===== src/rtl/h14tx_timings_frame.sv =====
// ============================================================================
// Module   : h14tx_timings_frame
// Brief    : HDMI 1.4 frame timing generator with data-island scheduling.
// Revision : 1.0 - initial release
// ============================================================================
`default_nettype none

package h14tx_pkg;
  typedef enum logic [2:0] {
    Control            = 3'd0,
    VideoActive        = 3'd1,
    VideoPreamble      = 3'd2,
    VideoGuard         = 3'd3,
    DataIslandPreamble = 3'd4,
    DataIslandGuard    = 3'd5,
    DataIslandActive   = 3'd6
  } period_t;
endpackage

module h14tx_timings_frame
  import h14tx_pkg::*;
#(
  parameter int   BitWidth         = 11,
  parameter int   BitHeight        = 10,
  parameter int   FrameWidth       = 1650,
  parameter int   FrameHeight      = 750,
  parameter int   ActiveWidth      = 1280,
  parameter int   ActiveHeight     = 720,
  parameter int   HSyncStart       = 1390,
  parameter int   HSyncWidth       = 40,
  parameter int   VSyncStart       = 725,
  parameter int   VSyncWidth       = 5,
  parameter logic SyncActiveHigh   = 1'b1,
  parameter int   IslandStart      = ActiveWidth + 12,
  parameter int   MaxIslandPackets = 18
) (
  input  logic                 clk,
  input  logic                 rst,
  input  logic                 dvi_mode,
  input  logic                 packet_valid,
  output logic [BitWidth-1:0]  x,
  output logic [BitHeight-1:0] y,
  output period_t              timings,
  output logic                 hsync,
  output logic                 vsync,
  output logic                 frame_start,
  output logic                 packet_ready,
  output logic [4:0]           packet_cycle,
  output logic [4:0]           packet_index
);

  // Packets that fit between the island start and the trailing guard,
  // control gap and video preamble at the end of the line.
  localparam int c_fitPackets = (FrameWidth - 22 - IslandStart - 12) / 32;
  localparam int MaxPackets   = (c_fitPackets < MaxIslandPackets) ? c_fitPackets : MaxIslandPackets;

  if (MaxPackets < 1 || IslandStart < ActiveWidth + 4) begin : g_paramCheck
    $fatal(1, "h14tx_timings_frame: data island does not fit in horizontal blanking");
  end

  localparam logic [BitWidth-1:0]  c_xLast       = BitWidth'(FrameWidth - 1);
  localparam logic [BitHeight-1:0] c_yLast       = BitHeight'(FrameHeight - 1);
  localparam logic [BitWidth-1:0]  c_activeW     = BitWidth'(ActiveWidth);
  localparam logic [BitHeight-1:0] c_activeH     = BitHeight'(ActiveHeight);
  localparam logic [BitHeight-1:0] c_guardLineLim = BitHeight'(ActiveHeight - 1);
  localparam logic [BitWidth-1:0]  c_vPreX       = BitWidth'(FrameWidth - 10);
  localparam logic [BitWidth-1:0]  c_vGuardX     = BitWidth'(FrameWidth - 2);
  localparam logic [BitWidth-1:0]  c_hsStart     = BitWidth'(HSyncStart);
  localparam logic [BitWidth-1:0]  c_hsEnd       = BitWidth'(HSyncStart + HSyncWidth);
  localparam logic [BitHeight-1:0] c_vsStart     = BitHeight'(VSyncStart);
  localparam logic [BitHeight-1:0] c_vsEnd       = BitHeight'(VSyncStart + VSyncWidth);
  localparam logic [BitWidth-1:0]  c_islandStart = BitWidth'(IslandStart);
  localparam logic [4:0]           c_lastPacket  = 5'(MaxPackets - 1);

  typedef enum logic [2:0] {
    IDLE           = 3'd0,
    DI_PREAMBLE    = 3'd1,
    DI_LEAD_GUARD  = 3'd2,
    DI_ACTIVE      = 3'd3,
    DI_TRAIL_GUARD = 3'd4
  } islandState_t;

  logic [BitWidth-1:0]  r_x,  w_xNext;
  logic [BitHeight-1:0] r_y,  w_yNext;
  period_t              r_timings, w_timingsNext;
  logic                 r_hsync, r_vsync, r_frameStart, r_packetReady, r_dvi;
  logic                 w_dviNext, w_readyNext, w_guardLine;
  logic [4:0]           r_packetCycle, w_cycleNext;
  logic [4:0]           r_packetIndex, w_indexNext;
  logic [2:0]           r_phaseCnt, w_phaseNext;
  islandState_t         r_state, w_stateNext;

  // Everything below is computed for the position the counters move to, so
  // every register updated on the same edge describes the same pixel.
  always_comb begin
    w_xNext = (r_x == c_xLast) ? '0 : r_x + 1'b1;
    w_yNext = r_y;
    if (r_x == c_xLast) begin
      w_yNext = (r_y == c_yLast) ? '0 : r_y + 1'b1;
    end
    w_dviNext = (w_xNext == '0 && w_yNext == '0) ? dvi_mode : r_dvi;
  end

  always_comb begin
    w_stateNext = r_state;
    w_phaseNext = r_phaseCnt;
    w_cycleNext = '0;
    w_indexNext = r_packetIndex;
    w_readyNext = 1'b0;
    case (r_state)
      IDLE: begin
        w_indexNext = '0;
        if (!w_dviNext && packet_valid && w_xNext == c_islandStart) begin
          w_stateNext = DI_PREAMBLE;
          w_phaseNext = '0;
        end
      end
      DI_PREAMBLE: begin
        if (r_phaseCnt == 3'd7) begin
          w_stateNext = DI_LEAD_GUARD;
          w_phaseNext = '0;
        end else begin
          w_phaseNext = r_phaseCnt + 3'd1;
        end
      end
      DI_LEAD_GUARD: begin
        if (r_phaseCnt == 3'd1) begin
          w_stateNext = DI_ACTIVE;
          w_indexNext = '0;
          w_readyNext = 1'b1;
        end else begin
          w_phaseNext = r_phaseCnt + 3'd1;
        end
      end
      DI_ACTIVE: begin
        if (r_packetCycle == 5'd31) begin
          if (packet_valid && r_packetIndex < c_lastPacket) begin
            w_indexNext = r_packetIndex + 5'd1;
            w_readyNext = 1'b1;
          end else begin
            w_stateNext = DI_TRAIL_GUARD;
            w_phaseNext = '0;
          end
        end else begin
          w_cycleNext = r_packetCycle + 5'd1;
        end
      end
      DI_TRAIL_GUARD: begin
        if (r_phaseCnt == 3'd1) begin
          w_stateNext = IDLE;
        end else begin
          w_phaseNext = r_phaseCnt + 3'd1;
        end
      end
      default: w_stateNext = IDLE;
    endcase
  end

  always_comb begin
    w_guardLine   = (w_yNext < c_guardLineLim) || (w_yNext == c_yLast);
    w_timingsNext = Control;
    if (w_stateNext == DI_PREAMBLE) begin
      w_timingsNext = DataIslandPreamble;
    end else if (w_stateNext == DI_LEAD_GUARD || w_stateNext == DI_TRAIL_GUARD) begin
      w_timingsNext = DataIslandGuard;
    end else if (w_stateNext == DI_ACTIVE) begin
      w_timingsNext = DataIslandActive;
    end else if (w_xNext < c_activeW && w_yNext < c_activeH) begin
      w_timingsNext = VideoActive;
    end else if (!w_dviNext && w_guardLine && w_xNext >= c_vGuardX) begin
      w_timingsNext = VideoGuard;
    end else if (!w_dviNext && w_guardLine && w_xNext >= c_vPreX) begin
      w_timingsNext = VideoPreamble;
    end
  end

  always_ff @(posedge clk or posedge rst) begin
    if (rst) begin
      r_x           <= c_xLast;
      r_y           <= c_yLast;
      r_timings     <= Control;
      r_hsync       <= ~SyncActiveHigh;
      r_vsync       <= ~SyncActiveHigh;
      r_frameStart  <= 1'b0;
      r_packetReady <= 1'b0;
      r_packetCycle <= '0;
      r_packetIndex <= '0;
      r_phaseCnt    <= '0;
      r_state       <= IDLE;
      r_dvi         <= 1'b0;
    end else begin
      r_x           <= w_xNext;
      r_y           <= w_yNext;
      r_timings     <= w_timingsNext;
      r_hsync       <= (w_xNext >= c_hsStart && w_xNext < c_hsEnd) ? SyncActiveHigh : ~SyncActiveHigh;
      r_vsync       <= (w_yNext >= c_vsStart && w_yNext < c_vsEnd) ? SyncActiveHigh : ~SyncActiveHigh;
      r_frameStart  <= (w_xNext == '0) && (w_yNext == '0);
      r_packetReady <= w_readyNext;
      r_packetCycle <= w_cycleNext;
      r_packetIndex <= w_indexNext;
      r_phaseCnt    <= w_phaseNext;
      r_state       <= w_stateNext;
      r_dvi         <= w_dviNext;
    end
  end

  assign x            = r_x;
  assign y            = r_y;
  assign timings      = r_timings;
  assign hsync        = r_hsync;
  assign vsync        = r_vsync;
  assign frame_start  = r_frameStart;
  assign packet_ready = r_packetReady;
  assign packet_cycle = r_packetCycle;
  assign packet_index = r_packetIndex;

endmodule

`default_nettype wire


===== config.mk =====
export PLATFORM = sky130hd
export DESIGN_NAME = h14tx_timings_frame
export DESIGN_NICKNAME = d
export VERILOG_FILES = /design/src/rtl/h14tx_timings_frame.sv
export SDC_FILE = /design/constraint.sdc
export NUM_CORES = 1
export LEC_CHECK = 0
export BUFFER_PORTS_ARGS = -buffer_cell sky130_fd_sc_hd__buf_2
export CAP_MARGIN = 25
export CORE_MARGIN = 1
export CORE_UTILIZATION = 45
export DETAILED_ROUTE_END_ITERATION = 8
export GPL_ROUTABILITY_DRIVEN = 1
export GPL_TIMING_DRIVEN = 1
export PLACE_DENSITY = 0.65
export SKIP_LAST_GASP = 1
export SYNTH_ARGS = -nofsm -noshare
export SYNTH_HDL_FRONTEND = slang
export SYNTH_SLANG_ARGS = --single-unit

===== constraint.sdc =====
create_clock -name clk -period 7.45 [get_ports clk]
set_clock_uncertainty 0.2 [all_clocks]
set_input_delay 2.235 -clock clk [delete_from_list [all_inputs] [get_ports clk]]
set_output_delay 2.235 -clock clk [all_outputs]
set_load 0.1 [all_outputs]

==> impl_results.md <==
- Final nets: 373
- Commonest cells after routing, fill and taps aside: buf_2 (41), nor2_1 (38), dfrtp_1 (32), o21ai_0 (19)
- Critical path class: reg -> out
- Die ar.: 6810 sq um
- Final setup fails: 0
- Num ports: 42
- Largest family of logic cells by synthesized area: simple AND/OR/NAND/NOR gates
- Post-DP HPWL: 4.88 mm
- Simple-Gate Fraction of Synth Area: 26.3%
- Buf/Inv on CP: 1
- Tcrit/Tclk final: 51.8%
- DIE WIDTH: 82.5 um
- Initial antenna violation count: 0
- Register bit total from synthesis: 45
- Core Region: 6100 sq um
- Final Max Slew Viols: 0
- Clk_lat worst skew: 300 ps
- Drt wl/cell: 15.4 um
- Mux cell area share after synthesis: 2.23%
- CTS buffer count: 5
- Fmax: 259 MHz
- Gr ovfl total: 0
- Routability congestion estimate: 0.854
- Footprint of the multi-input gates: 1620 sq um
- Max_cap viols: 0
- Post-synthesis instance total: 327
- Slowest Stage Delay on Critical Path: 660 ps
- Hold Path Class: reg -> reg
- Flop-to-flop setup slack: 4140 ps
- Vias in the first global route: 2270
- Clock Sinks: 45
- WHS: 296 ps
- Starting density of the core: 47.9%
- CP Launch Type: register
- Clock Tree Root: clkbuf_8
- Syn_area_per_cell: 8.92 sq um
- Pin count of the biggest net entering global routing: 46
- CTS Hold Bufs: 0
- Iteration-0 DRC Markers: 173
- Most used flip-flop cell after synthesis: dfrtp_1
- Post-route ant nets: 0
- Worst Tran Pin Value: 923 ps
- Clock Path Buffers: 2
- P&R area growth vs syn: 10.4%
- Syn Std Cell Area: 2920 sq um
- PwrDens: 188 nW/um^2
- Hold Fails Final Rpt: 0
- Rows: 28
- Total negative slack: 0 ps
- All-Layer GR Usage: 21.6%
- First-pass GRT wire length: 11.1 mm
- Reg clk slew, reported paths: 90 ps
- Syn nets: 341
- Outcome: finished, final reports clean
- Worst setup EP type: primary output
- Port buffer count: 41
- DRT Wirelength: 6.71 mm
- Relative slew slack: 38.4%
- Most common cell after layout, fill and taps aside: buf_2
- Yosys cell types: 62
- Crit path DAT: 1430 ps
- CP Data Required Time: 5020 ps
- Post-synthesis adder-cell area fraction: 4.29%
- # DRC: 0
- Post-synth EDFFs: 0
- Pre-antenna DRT Iters: 4
- Vias post-DR: 2491
- CP max FO: 13
- Leak: 1.54 nW
- Via density: 5.73
- Postcts setup bufs: 0
- RSZ-0062 raised after global routing: false
- Antenna diode count: 0
- Minimum clock period: 3860 ps
- Compound-Gate Fraction of Synth Area: 17.9%
- Delay-heaviest family, CP: flip-flops
- Post-synthesis xor/xnor area fraction: 4.80%
- TritonCTS clock tree: built
- Total Power: 0.605 mW
- CTS H-tree lvls: 2
- FILL cells: 598
- Max VDD drop: 216 uV
- Die height: 82.5 um
- Synth Warn #: 0
- Crit path cell chain: buf_2
- Worst path slowest cell: dfstp_2
- Layout cells sized above 1: 20.6%
- Sequential share of the synthesized area: 39.2%
- Async S/R FF share, synth: 100%
- Reg area: 1140 sq um
- Resized Gates After CTS: 0
## path summary, 6_finish.rpt
kind / cells past startpoint / startpoint / to
worst min register to register: 1 / packet_cycle[0] / packet_cycle[0]
worst max-delay path: 1 / y[0] / y[0]
worst min-delay path: 1 / packet_cycle[0] / packet_cycle[0]
min in group asynchronous: 2 / rst / packet_cycle[3]
max in group asynchronous: 2 / rst / y[8]
worst max register to register: 10 / x[0] / r_dvi
## kinds of logic (layout without fill, tap and decap cells)
group           count (synthesis)  after routing
flops                          45             45
simple gates                  139            139
mux                             6              6
fa+ha+maj                      10             10
compound gates                 79             79
xor+xnor                       16             16
buf+inv                        32             65
## synthesized netlist by cell type, types with 8 or more instances
cell	count	area share [%]
a21oi_1	17	2.9
inv_1	15	1.9
dfstp_2	13	12
xnor2_1	10	3.0
buf_2	8	1.4
nand2_1	17	2.2
o21ai_0	19	3.3
nor2_1	38	4.9
and3_1	10	2.1
nand3_1	12	2.1
nor3_1	16	2.7
ha_1	10	4.3
dfrtp_1	32	27
## state kept, by name (all words and copies together) (netlist names)
name	flops
r_state	3
y	10
timings	3
vsync	1
r_dvi	1
r_phaseCnt	3
packet_cycle	5
hsync	1
packet_ready	1
frame_start	1
packet_index	5
x	11
## final cells by class
class,count,area share (%)
multi-input cells,250,50.3
flip-flops and latches,45,35.5
repair buffers,42,6.60
well taps,75,2.91
clock buffers,6,2.56
inverters,15,1.75
clock inverters,2,0.427
## stage by stage
step / util, % / worst slack [ps] / cells / instance area [sq um]
after floorplan: - / 3640 / 327 / 2920
after global placement: 51.3 / 3410 / 427 / 3120
after detailed placement: 51.3 / 3350 / 427 / 3120
after CTS: 52.8 / 3580 / 435 / 3220
after global routing: 52.8 / 3420 / 435 / 3220
final: 52.8 / 3590 / 435 / 3220
## layer usage
metal | GRT usage [%] | part of all wire (%) | vias up
met5 | 0 | 0 | -
met4 | 6.03 | 0.86 | 0
li1 | - | - | 1245
met1 | 31.7 | 50 | 1177
met2 | 32.6 | 44 | 63
met3 | 3.63 | 4.7 | 6
## power by group
| group | internal, mW | switching (mW) | leakage (nW) |
|---|---|---|---|
| combinational | 0.0440 | 0.119 | 0.920 |
| clock | 0.0753 | 0.0864 | 0.0512 |
| sequential | 0.261 | 0.0197 | 0.571 |
Note: power is estimated with default switching activity, not from simulation.
